## src/rtl/alu_share_arb.sv

```systemverilog
// rtl/alu_share_arb.sv - round-robin arbiter sharing one external ALU across NUM_REQ requesters
// Optional macro ALU_ARB_PRIO_EN gives requester 0 fixed priority over the round-robin.
module alu_share_arb #(
  parameter int NUM_REQ = 2,
  localparam int ID_W = (NUM_REQ > 1) ? $clog2(NUM_REQ) : 1
) (
  input  logic                  clk,
  input  logic                  rst_n,
  input  logic [NUM_REQ-1:0]    req_valid,
  output logic [NUM_REQ-1:0]    req_ready,
  input  logic [NUM_REQ*32-1:0] req_op1,
  input  logic [NUM_REQ*32-1:0] req_op2,
  input  logic [NUM_REQ*4-1:0]  req_ctrl,
  output logic [31:0]           alu_op1,
  output logic [31:0]           alu_op2,
  output logic [3:0]            alu_control,
  input  logic [31:0]           alu_result,
  input  logic                  alu_zero,
  output logic                  rsp_valid,
  input  logic                  rsp_ready,
  output logic [31:0]           rsp_result,
  output logic                  rsp_zero,
  output logic [ID_W-1:0]       rsp_id,
  output logic                  rsp_err
);

  typedef enum logic [1:0] {IDLE, EXEC, RESP} state_t;

  state_t          state;
  logic [ID_W-1:0] rr_ptr;
  logic [ID_W-1:0] id;
  logic [ID_W-1:0] winner;
  logic [ID_W-1:0] next_ptr;
  logic            any_valid;

  // Descending scan so the lowest offset from start overwrites earlier hits.
  function automatic logic [ID_W-1:0] rr_pick(input logic [NUM_REQ-1:0] valid,
                                              input logic [ID_W-1:0]    start,
                                              input logic               skip0);
    logic [ID_W-1:0] pick;
    int              idx;
    pick = '0;
    for (int k = NUM_REQ - 1; k >= 0; k--) begin
      idx = int'(start) + k;
      if (idx >= NUM_REQ) idx = idx - NUM_REQ;
      if (valid[idx] && !(skip0 && idx == 0)) pick = idx[ID_W-1:0];
    end
    return pick;
  endfunction

  always_comb begin
`ifdef ALU_ARB_PRIO_EN
    winner = req_valid[0] ? '0 : rr_pick(req_valid, rr_ptr, 1'b1);
`else
    winner = rr_pick(req_valid, rr_ptr, 1'b0);
`endif
    next_ptr  = (winner == ID_W'(NUM_REQ - 1)) ? '0 : winner + 1'b1;
    any_valid = |req_valid;
    req_ready = '0;
    if (state == IDLE && any_valid) req_ready[winner] = 1'b1;
  end

  always_ff @(posedge clk) begin
    if (!rst_n) begin
      state       <= IDLE;
      rr_ptr      <= '0;
      id          <= '0;
      alu_op1     <= '0;
      alu_op2     <= '0;
      alu_control <= '0;
      rsp_valid   <= 1'b0;
      rsp_result  <= '0;
      rsp_zero    <= 1'b0;
      rsp_id      <= '0;
      rsp_err     <= 1'b0;
    end else begin
      case (state)
        IDLE: begin
          if (any_valid) begin
            alu_op1     <= req_op1[winner*32 +: 32];
            alu_op2     <= req_op2[winner*32 +: 32];
            alu_control <= req_ctrl[winner*4 +: 4];
            id          <= winner;
`ifdef ALU_ARB_PRIO_EN
            if (winner != '0) rr_ptr <= next_ptr;
`else
            rr_ptr <= next_ptr;
`endif
            state <= EXEC;
          end
        end
        EXEC: begin
          // Unsupported codes still reach the ALU, but its output is not trusted.
          if (alu_control >= 4'b1110) begin
            rsp_result <= '0;
            rsp_zero   <= 1'b1;
            rsp_err    <= 1'b1;
          end else begin
            rsp_result <= alu_result;
            rsp_zero   <= alu_zero;
            rsp_err    <= 1'b0;
          end
          rsp_id    <= id;
          rsp_valid <= 1'b1;
          state     <= RESP;
        end
        RESP: begin
          if (rsp_ready) begin
            rsp_valid <= 1'b0;
            state     <= IDLE;
          end
        end
        default: state <= IDLE;
      endcase
    end
  end

endmodule

```

## config.mk

```make
export PLATFORM = sky130hd
export DESIGN_NAME = alu_share_arb
export DESIGN_NICKNAME = d
export VERILOG_FILES = /design/src/rtl/alu_share_arb.sv
export SDC_FILE = /design/constraint.sdc
export NUM_CORES = 1
export LEC_CHECK = 0
export ABC_AREA = 1
export BUFFER_PORTS_ARGS = -buffer_cell sky130_fd_sc_hd__buf_2
export CORE_AREA = 2 2 108 110
export DETAILED_ROUTE_END_ITERATION = 6
export DIE_AREA = 0 0 110 112
export GPL_TIMING_DRIVEN = 0
export PLACE_DENSITY = 0.77
export SETUP_SLACK_MARGIN = 0.05
export SYNTH_ARGS = -nofsm -noshare
export SYNTH_HDL_FRONTEND = slang
export SYNTH_SLANG_ARGS = --single-unit
```

## constraint.sdc

```tcl
create_clock -name clk -period 2.6 [get_ports clk]
set_clock_uncertainty 0.05 [all_clocks]
set_input_delay 0.26 -clock clk [delete_from_list [all_inputs] [get_ports clk]]
set_output_delay 0.26 -clock clk [all_outputs]
set_load 0.03 [all_outputs]
```

==> impl_metrics.yaml, run 1 <==
finish:
  instances_no_fill: 1148
  syn2layout_area_growth_pct: 37.7
  final_layout_size_suffix_gt1_frac: 0.325
  final_util: 0.603
  nNetsFinal: 1171
route:
  vias_per_cell: 5.08
  routedWlPerCell_um: 14.7
  num_vias: 5834
  final_antenna_net_count: 0
  drt_first_pass_iters: 7
  drtIter0Drc: 476
  finalWirelength_um: 16900
  drc: 0
setup_path:
  cp.required_ps: 2290
  slowest_delay_ps: 350
  cp-end-kind: "primary output"
  path_cells: "inv_1 -> nand2_1 -> buf_2 -> buf_2 -> nand3_1 -> inv_1 -> buf_2"
  critical_path_arrival_ps: 1980
  critPathMostFrequentCell: "buf_2"
  critical_path.max_fanout: 10
  slowest_stage: "dfxtp_1"
  start_kind: "register"
  cpLargestDelayFamily: "buffers and inverters"
  critPathBufInv: 5
  critPathKind: "register to primary output"
logic_synthesis:
  ys_types: 21
  synth_area_leader_cell: "dfxtp_1"
  synthCells: 709
  synth_ff_type: "dfxtp_1"
  synth_nets: 883
  ys_seq_elements: 108
  synth_area_per_cell_sq_um: 6.90
  netlist_top_cells_area: "dfxtp_1, nand2_1, nand3_1"
  synth_area_sq_um: 4890
  synthArstFlopShare: 0
  yosysSeqAreaShare: 0.442
  synthMostInstantiatedCell: "nand2_1"
  yosys-top-cells-count: "nand2_1, nand3_1, dfxtp_1, inv_1, nand4_1"
  netlist.area_leader.share: 0.442
  synth_edf_count: 0
  yosys_warnings: 0
global_route:
  grt_pass1_wl_um: 25600
  grt_overflow_total: 0
  antenna_found_initial: 3
  track_usage: 0.266
  grt_pass1_vias: 5400
  grt_max_degree: 18
clock_tree:
  clkSinkCount: 108
  clk_latency_ps: 360
  cts-hold-fix-buffers: 0
  clkSlewWorstSetupHoldPaths_ps: 70
  cts_setup_buffers: 0
  cts_max_path_buffers: 2
  htreeDepth: 3
  cts_repair_resize_count: 0
  cts_tree: "built"
  clockRootBuffer: "clkbuf_16"
  cts_buffers: 9
sta:
  rsz0062_at_grt: "false"
  setup_tns_ps: 0
  layout_min_cycle_time_ps: 2290
  fin_crit_sh: 0.881
  setup_ws_ps: 310
  hold_viol_final: 0
  setup_violations: 0
  slew_violations: 0
  fmax_mhz: 437
  max-slew-margin-rel: 0.561
  worst_slew_pin_slew_ps: 658
power:
  cellPowerDensity_nw_per_um2: 664
  peakVddDrop_mv: 0.457
  p_leak_nw: 3.81
floorplan:
  start_util: 0.438
  fp.dieW_um: 110
  fp-row-count: 39
  die_h_um: 112
  fp.dieArea_sq_um: 12300
  pin_count: 280
  core_area_sq_um: 11200
hold_path:
  holdCritPathClass: "input port to register"
flow_run:
  cap_violations: 0
placed_design:
  dp_hpwl_um: 12900
  port_buffers: 277
  dp_slack_ps: 679
  gp_congestion: 0.912
  dp.cells: 1129
run_status:
  status: "finished, final reports clean"
[routing by layer]
metal / vias to the layer above / share of wire / track usage
met5: - / 0 / 0
met4: 0 / 0.037 / 0.123
met3: 46 / 0.097 / 0.0831
met2: 282 / 0.46 / 0.441
met1: 2599 / 0.40 / 0.310
li1: 2907 / - / -
[metrics by stage]
stage / power, mW / hold WS (ps) / area, sq um
CTS: 4.48 / 80.4 / 6730
global route: 4.71 / 73.1 / 6740
floorplan: 2.77 / 320 / 4890
finish: 4.47 / 78.9 / 6740
global placement: 3.22 / 398 / 6460
detailed placement: 3.23 / 407 / 6460
[state kept, by name, indices dropped and copies added (netlist names), 2 cells and up]
signal and cells:
alu_control 4, alu_op1 32, alu_op2 32, rsp_result 32
state 2
[cells in the final DEF (no fill, tap or decap)]
cell,instances
a21oi_1,35
a31oi_1,1
buf_1,8
buf_2,297
buf_4,5
buf_6,2
clkbuf_1,26
clkbuf_16,9
clkinv_1,2
clkinv_2,2
clkinv_4,1
clkinvlp_4,3
dfxtp_1,108
diode_2,3
inv_1,72
inv_2,2
nand2_1,206
nand2_2,1
nand3_1,138
nand3b_1,1
nand4_1,68
nor2_1,7
nor2_2,2
nor2_4,1
o21ai_0,4
o21ai_2,1
[where the power goes]
group	total, mW	internal [mW]	leakage, nW	switching (mW)
registers	1.89	1.81	0.888	0.0805
logic	1.31	0.425	2.80	0.885
clock network	1.28	0.649	0.124	0.628
total	4.47	2.88	3.81	1.59
[cell families after synthesis]
group	share of synthesized area
AND/OR/NAND/NOR	0.399
buffers and inverters	0.116
flip-flops	0.442
AO/OA/AOI/OAI	0.0429
[worst register-to-register path, stage by stage, from the launching register on]
cell     delay [ps]
dfxtp_1         350
inv_1            50
nand2_1         250
nand2_2         210
buf_2           250
buf_6           170
nand3_1          80
nand3_1          60
nand2_1          60
inv_1            40
[area by class of cell]
cell class / instances / area, sq um
sequential: 108 / 2160
antenna: 3 / 7.51
multi-input combinational: 465 / 2160
buffer: 60 / 284
clock inverter: 6 / 41.3
timing repair buffer: 277 / 1390
inverter: 76 / 285
fill: 1118 / 4440
tap: 143 / 179
clock buffer: 10 / 229
[path summary, 6_finish.rpt]
| kind | startpoint | end | slack [ps] | cells after the start |
|---|---|---|---|---|
| setup / recovery | rr_ptr | req_ready[1] | 310 | 7 |
| hold / removal | rsp_ready | rsp_valid | 80 | 2 |
| setup reg to reg | rr_ptr | alu_op1[28] | 930 | 9 |
| hold reg to reg | rsp_result[14] | rsp_result[14] | 410 | 2 |
(Power assumes the default switching activity.)
==> run 2, diff against run 1 <==
--- a/config.mk
+++ b/config.mk
@@ -7,11 +7,14 @@
 export LEC_CHECK = 0
 export ABC_AREA = 1
 export BUFFER_PORTS_ARGS = -buffer_cell sky130_fd_sc_hd__buf_2
-export CORE_AREA = 2 2 108 110
+export CELL_PAD_IN_SITES_DETAIL_PLACEMENT = 1
+export CELL_PAD_IN_SITES_GLOBAL_PLACEMENT = 1
+export CORE_MARGIN = 2
+export CORE_UTILIZATION = 32
 export DETAILED_ROUTE_END_ITERATION = 6
-export DIE_AREA = 0 0 110 112
 export GPL_TIMING_DRIVEN = 0
-export PLACE_DENSITY = 0.77
+export PLACE_DENSITY = 0.84
+export REMOVE_ABC_BUFFERS = 1
 export SETUP_SLACK_MARGIN = 0.05
 export SYNTH_ARGS = -nofsm -noshare
 export SYNTH_HDL_FRONTEND = slang
==> impl_metrics.yaml, run 2 (synthesized netlist as in run 1, its figures left out) <==
finish:
  final_util: 0.445
  syn2layout_area_growth_pct: 37.2
  reg_top3: "alu_op1 (32), alu_op2 (32), rsp_result (32)"
  nNetsFinal: 1119
  final_layout_size_suffix_gt1_frac: 0.324
  antenna_cells: 0
  layout_commonest_cell: "buf_2"
  most-common-layout-cells: "buf_2, nand2_1, nand3_1, dfxtp_1, inv_1"
placed_design:
  dp_slack_ps: -693
  dp_hpwl_um: 12300
  port_buffers: 279
  gp_congestion: 0.758
route:
  drt_first_pass_iters: 4
  drc: 0
  routedWlPerCell_um: 16.6
  vias_per_cell: 5.07
  num_vias: 5768
  finalWirelength_um: 18900
  drtIter0Drc: 330
  final_antenna_net_count: 0
setup_path:
  cp-end-kind: "primary output"
  worst-r2r-cell-count: 5
  critPathKind: "register to primary output"
  slowest_stage: "nand2_8"
  path_cells: "inv_1 -> nand2_8 -> nand2_8 -> nand2_1 -> inv_1 -> buf_2"
  r2r-end: "rsp_result[24]"
  crit_path_end: "req_ready[0]"
  critPathBufInv: 3
  crit_start: "rr_ptr"
  r2r_slack_ps: 390
  critical_path.max_fanout: 70
  cpLargestDelayFamily: "simple AND/OR/NAND/NOR gates"
  slowest_delay_ps: 520
  crit_cells: 6
  critical_path_arrival_ps: 2040
  r2r_start: "state[0]"
  start_kind: "register"
  cp.required_ps: 2290
clock_tree:
  clockRootBuffer: "clkbuf_16"
  cts-hold-fix-buffers: 0
  clkSinkCount: 108
  cts_buffers: 9
  cts_tree: "built"
  clkSlewWorstSetupHoldPaths_ps: 70
  htreeDepth: 3
  cts_max_path_buffers: 2
  clk_latency_ps: 350
sta:
  layout_min_cycle_time_ps: 2350
  fmax_mhz: 425
  rsz0062_at_grt: "false"
  fin_crit_sh: 0.904
  hold_viol_final: 0
  worst_slew_pin_slew_ps: 950
  setup_violations: 0
  max-slew-margin-rel: 0.366
  setup_ws_ps: 249
  slew_violations: 0
hold_path:
  holdCritPathClass: "input port to register"
global_route:
  grt_pass1_wl_um: 28900
  antenna_found_initial: 1
  grt_overflow_total: 0
  track_usage: 0.222
  grt_pass1_vias: 5782
  grt_max_degree: 74
floorplan:
  start_util: 0.324
  fp-row-count: 45
  die_h_um: 128
  fp.dieArea_sq_um: 16300
  core_area_sq_um: 15100
  fp.dieW_um: 128
  pin_count: 280
power:
  p_leak_nw: 3.76
  peakVddDrop_mv: 0.289
  cellPowerDensity_nw_per_um2: 702
run_status:
  status: "finished, final reports clean"
flow_run:
  cap_violations: 0
## run 2: cell count changes in the layout (fill, tap and decap cells not counted), sizes merged
cell	previous run	this run
clkinvlp	3	1
bufinv	0	2
diode	3	0
clkinv	5	3
nor2	10	12
clkbuf	35	12
buf	312	283
## run 2: power breakdown
group	total (mW)	switching, mW	internal [mW]
Clock	1.50	0.629	0.871
Sequential	1.89	0.0793	1.81
Combinational	1.33	0.913	0.415
Total	4.71	1.62	3.09
## run 2: worst register-to-register path, delay by kind of cell, from the launching register on
family / cells / cell delay [ps]
buffers and inverters: 2 / 900
AO/OA/AOI/OAI: 1 / 100
AND/OR/NAND/NOR: 2 / 500
flip-flops: 1 / 520
## run 2: repair_timing
item                       4_1_cts  5_1_grt
gates resized for setup          5        0
buffers inserted                 0        0
pin swaps                        1        2
setup endpoints to repair       90       24
gates cloned                     0        2
## run 2: area by class of cell
| type | instances | area, sq um |
|---|---|---|
| clock buffers | 12 | 246 |
| well taps | 188 | 235 |
| clock inverters | 4 | 72.6 |
| repair buffers | 283 | 1490 |
| fillers | 2029 | 8380 |
| flip-flops and latches | 108 | 2160 |
| inverters | 76 | 287 |
| multi-input cells | 467 | 2220 |
## run 2: worst min-delay path by stage
| stage | slack [ps] | end | start | cells past startpoint |
|---|---|---|---|---|
| 3_3_place_gp | 400 | rsp_result[16] | rsp_result[16] | 2 |
| 6_report | 90 | rsp_valid | rsp_ready | 2 |
| 2_1_floorplan | 310 | alu_control[0] | rst_n | 2 |
| 5_1_grt | 80 | rsp_valid | rsp_ready | 2 |
| 4_1_cts | 80 | rsp_valid | rsp_ready | 2 |
| 3_5_place_dp | 410 | rsp_result[1] | rsp_result[1] | 2 |
## run 2: routing by layer
metal  routed length, um  vias up  global-route usage
met1                7740     2704               0.258
met5                   8        -                   0
met3                1550       24              0.0593
met2                9320      238               0.398
li1                    -     2800                   -
met4                 309        2              0.0659
## run 2: metrics by stage
| stage | total power, mW | hold slack (ps) | setup TNS [ps] | cells | cell area, sq um |
|---|---|---|---|---|---|
| 6_report | 4.71 | 90.8 | 0 | 1138 | 6710 |
| 3_3_place_gp | 3.18 | 399 | -182500 | 1116 | 6240 |
| 2_1_floorplan | 2.69 | 308 | -21780 | 649 | 4610 |
| 3_5_place_dp | 3.24 | 405 | -52440 | 1120 | 6350 |
| 5_1_grt | 4.98 | 79.7 | 0 | 1138 | 6710 |
| 4_1_cts | 4.75 | 81.1 | 0 | 1136 | 6700 |
==> run 3, diff against run 2 <==
--- a/config.mk
+++ b/config.mk
@@ -5,7 +5,6 @@
 export SDC_FILE = /design/constraint.sdc
 export NUM_CORES = 1
 export LEC_CHECK = 0
-export ABC_AREA = 1
 export BUFFER_PORTS_ARGS = -buffer_cell sky130_fd_sc_hd__buf_2
 export CELL_PAD_IN_SITES_DETAIL_PLACEMENT = 1
 export CELL_PAD_IN_SITES_GLOBAL_PLACEMENT = 1
@@ -13,7 +12,7 @@
 export CORE_UTILIZATION = 32
 export DETAILED_ROUTE_END_ITERATION = 6
 export GPL_TIMING_DRIVEN = 0
-export PLACE_DENSITY = 0.84
+export PLACE_DENSITY = 0.83
 export REMOVE_ABC_BUFFERS = 1
 export SETUP_SLACK_MARGIN = 0.05
 export SYNTH_ARGS = -nofsm -noshare
==> impl_metrics.yaml, run 3 <==
global_route:
  grt_pass1_wl_um: 29600
  grt_overflow_total: 0
  grt_pass1_vias: 5639
  antenna_found_initial: 3
  track_usage: 0.231
  grt_max_degree: 106
setup_path:
  path_cells: "buf_2 -> nand2b_4 -> nand3_1 -> inv_1 -> buf_2"
  cp.required_ps: 2290
  cp-end-kind: "primary output"
  critPathMostFrequentCell: "buf_2"
  slowest_delay_ps: 620
  critPathKind: "input port to primary output"
  start_kind: "input port"
  critical_path.max_fanout: 69
  critical_path_arrival_ps: 2010
  slowest_stage: "nand2b_4"
placed_design:
  dp_hpwl_um: 12500
  place_area_sq_um: 6100
  gp_congestion: 0.757
  port_buffers: 279
route:
  routedWlPerCell_um: 18.8
  drt_first_pass_iters: 4
  final_antenna_net_count: 0
  drtIter0Drc: 298
  finalWirelength_um: 18700
  num_vias: 5547
  vias_per_cell: 5.59
  drc: 0
floorplan:
  pin_count: 280
  start_util: 0.330
  fp-row-count: 43
  fp.dieArea_sq_um: 15500
  die_h_um: 124
  fp.dieW_um: 124
  core_area_sq_um: 14000
finish:
  nNetsFinal: 979
  fin_area_sq_um: 6420
  layout_commonest_cell: "buf_2"
  most-common-layout-cells: "buf_2, dfxtp_1, nand3_1, o21ai_0"
  reg_top3: "alu_op1 (32), alu_op2 (32), rsp_result (32)"
  nFillCells: 1782
  syn2layout_area_growth_pct: 38.4
  final_layout_size_suffix_gt1_frac: 0.383
logic_synthesis:
  synthCells: 585
  synth_area_per_cell_sq_um: 7.92
  synthArstFlopShare: 0
  synth_ff_type: "dfxtp_1"
  netlist_top_cells_area: "dfxtp_1, nand3_1, a31oi_1"
  ys_seq_elements: 108
  netlist.area_leader.share: 0.466
  synth_area_leader_cell: "dfxtp_1"
  ys_types: 23
  yosysSeqAreaShare: 0.466
  yosys-top-cells-count: "dfxtp_1, nand3_1, o21ai_0, a31oi_1, nand4_1"
  synth_edf_count: 0
  yosys_warnings: 0
  synth_area_sq_um: 4640
  synthMostInstantiatedCell: "dfxtp_1"
clock_tree:
  htreeDepth: 3
  cts_buffers: 9
  cts-hold-fix-buffers: 0
  clkSlewWorstSetupHoldPaths_ps: 80
  cts_repair_resize_count: 0
  cts_tree: "built"
  cts_setup_buffers: 0
  clkSinkCount: 108
  clk_latency_ps: 350
  cts_max_path_buffers: 2
  clockRootBuffer: "clkbuf_16"
sta:
  fmax_mhz: 430
  fin_crit_sh: 0.894
  holdWs_ps: 108
  worst_slew_pin_slew_ps: 1380
  rsz0062_at_grt: "false"
  layout_min_cycle_time_ps: 2320
  setup_tns_ps: 0
  slew_violations: 0
  setup_violations: 0
  hold_viol_final: 0
  max-slew-margin-rel: 0.0779
hold_path:
  holdCritPathClass: "input port to register"
power:
  peakVddDrop_mv: 0.458
  p_leak_nw: 2.78
  cellPowerDensity_nw_per_um2: 699
  power_mw: 4.48
run_status:
  status: "finished, final reports clean"
flow_run:
  cap_violations: 0
==> run 3: final cells by class <==
class	count	area, sq um	share of cell area
Inverter	4	20.0	0.00312
Clock inverter	6	71.3	0.0111
Timing Repair Buffer	286	1540	0.239
Tap cell	180	225	0.0351
Antenna cell	2	5.00	0.000780
Clock buffer	10	239	0.0372
Sequential cell	108	2160	0.337
Multi-Input combinational cell	396	2160	0.336
==> run 3: worst max-delay path: cells and delay by family <==
family	cells	cell delay, ps
buf+inv	3	790
simple gates	2	920
==> run 3: cells by family (layout without fill, tap and decap cells) <==
family	count (synthesis)	in the layout	synth area share
AOI/OAI and AO/OA	181	181	0.218
DFF	108	108	0.466
other	0	2	0
and+or+nand+nor	215	215	0.241
buffers and inverters	81	306	0.0740
==> run 3: worst paths after layout <==
path	startpoint	end	slack, ps	depth (start not counted)
max	req_valid[0]	req_ready[1]	280	5
min	alu_result[24]	rsp_result[24]	110	3
max reg2reg	alu_control[2]	rsp_result[3]	460	3
min reg2reg	rsp_result[23]	rsp_result[23]	400	2
==> run 3: stage by stage <==
stage | std cells | utilization | worst slack, ps
floorplan | 508 | - | 106
detailed placement | 974 | 0.434 | -6.25
global placement | 967 | 0.422 | -2430
CTS | 990 | 0.456 | 114
global route | 991 | 0.457 | 156
finish | 992 | 0.457 | 276
==> run 3: layer usage <==
metal  vias to the layer above  track usage  share of wire
met1                      2666        0.275           0.41
met4                         2       0.0668          0.017
met2                       235        0.392           0.49
met5                         -            0        0.00059
met3                        21       0.0820          0.083
li1                       2623            -              -
==> run 3: power breakdown <==
group          leakage (nW)  internal, mW  switching [mW]
registers             0.887          1.80          0.0761
logic                  1.75         0.375           0.799
clock network         0.146         0.783           0.654
total                  2.78          2.96            1.53
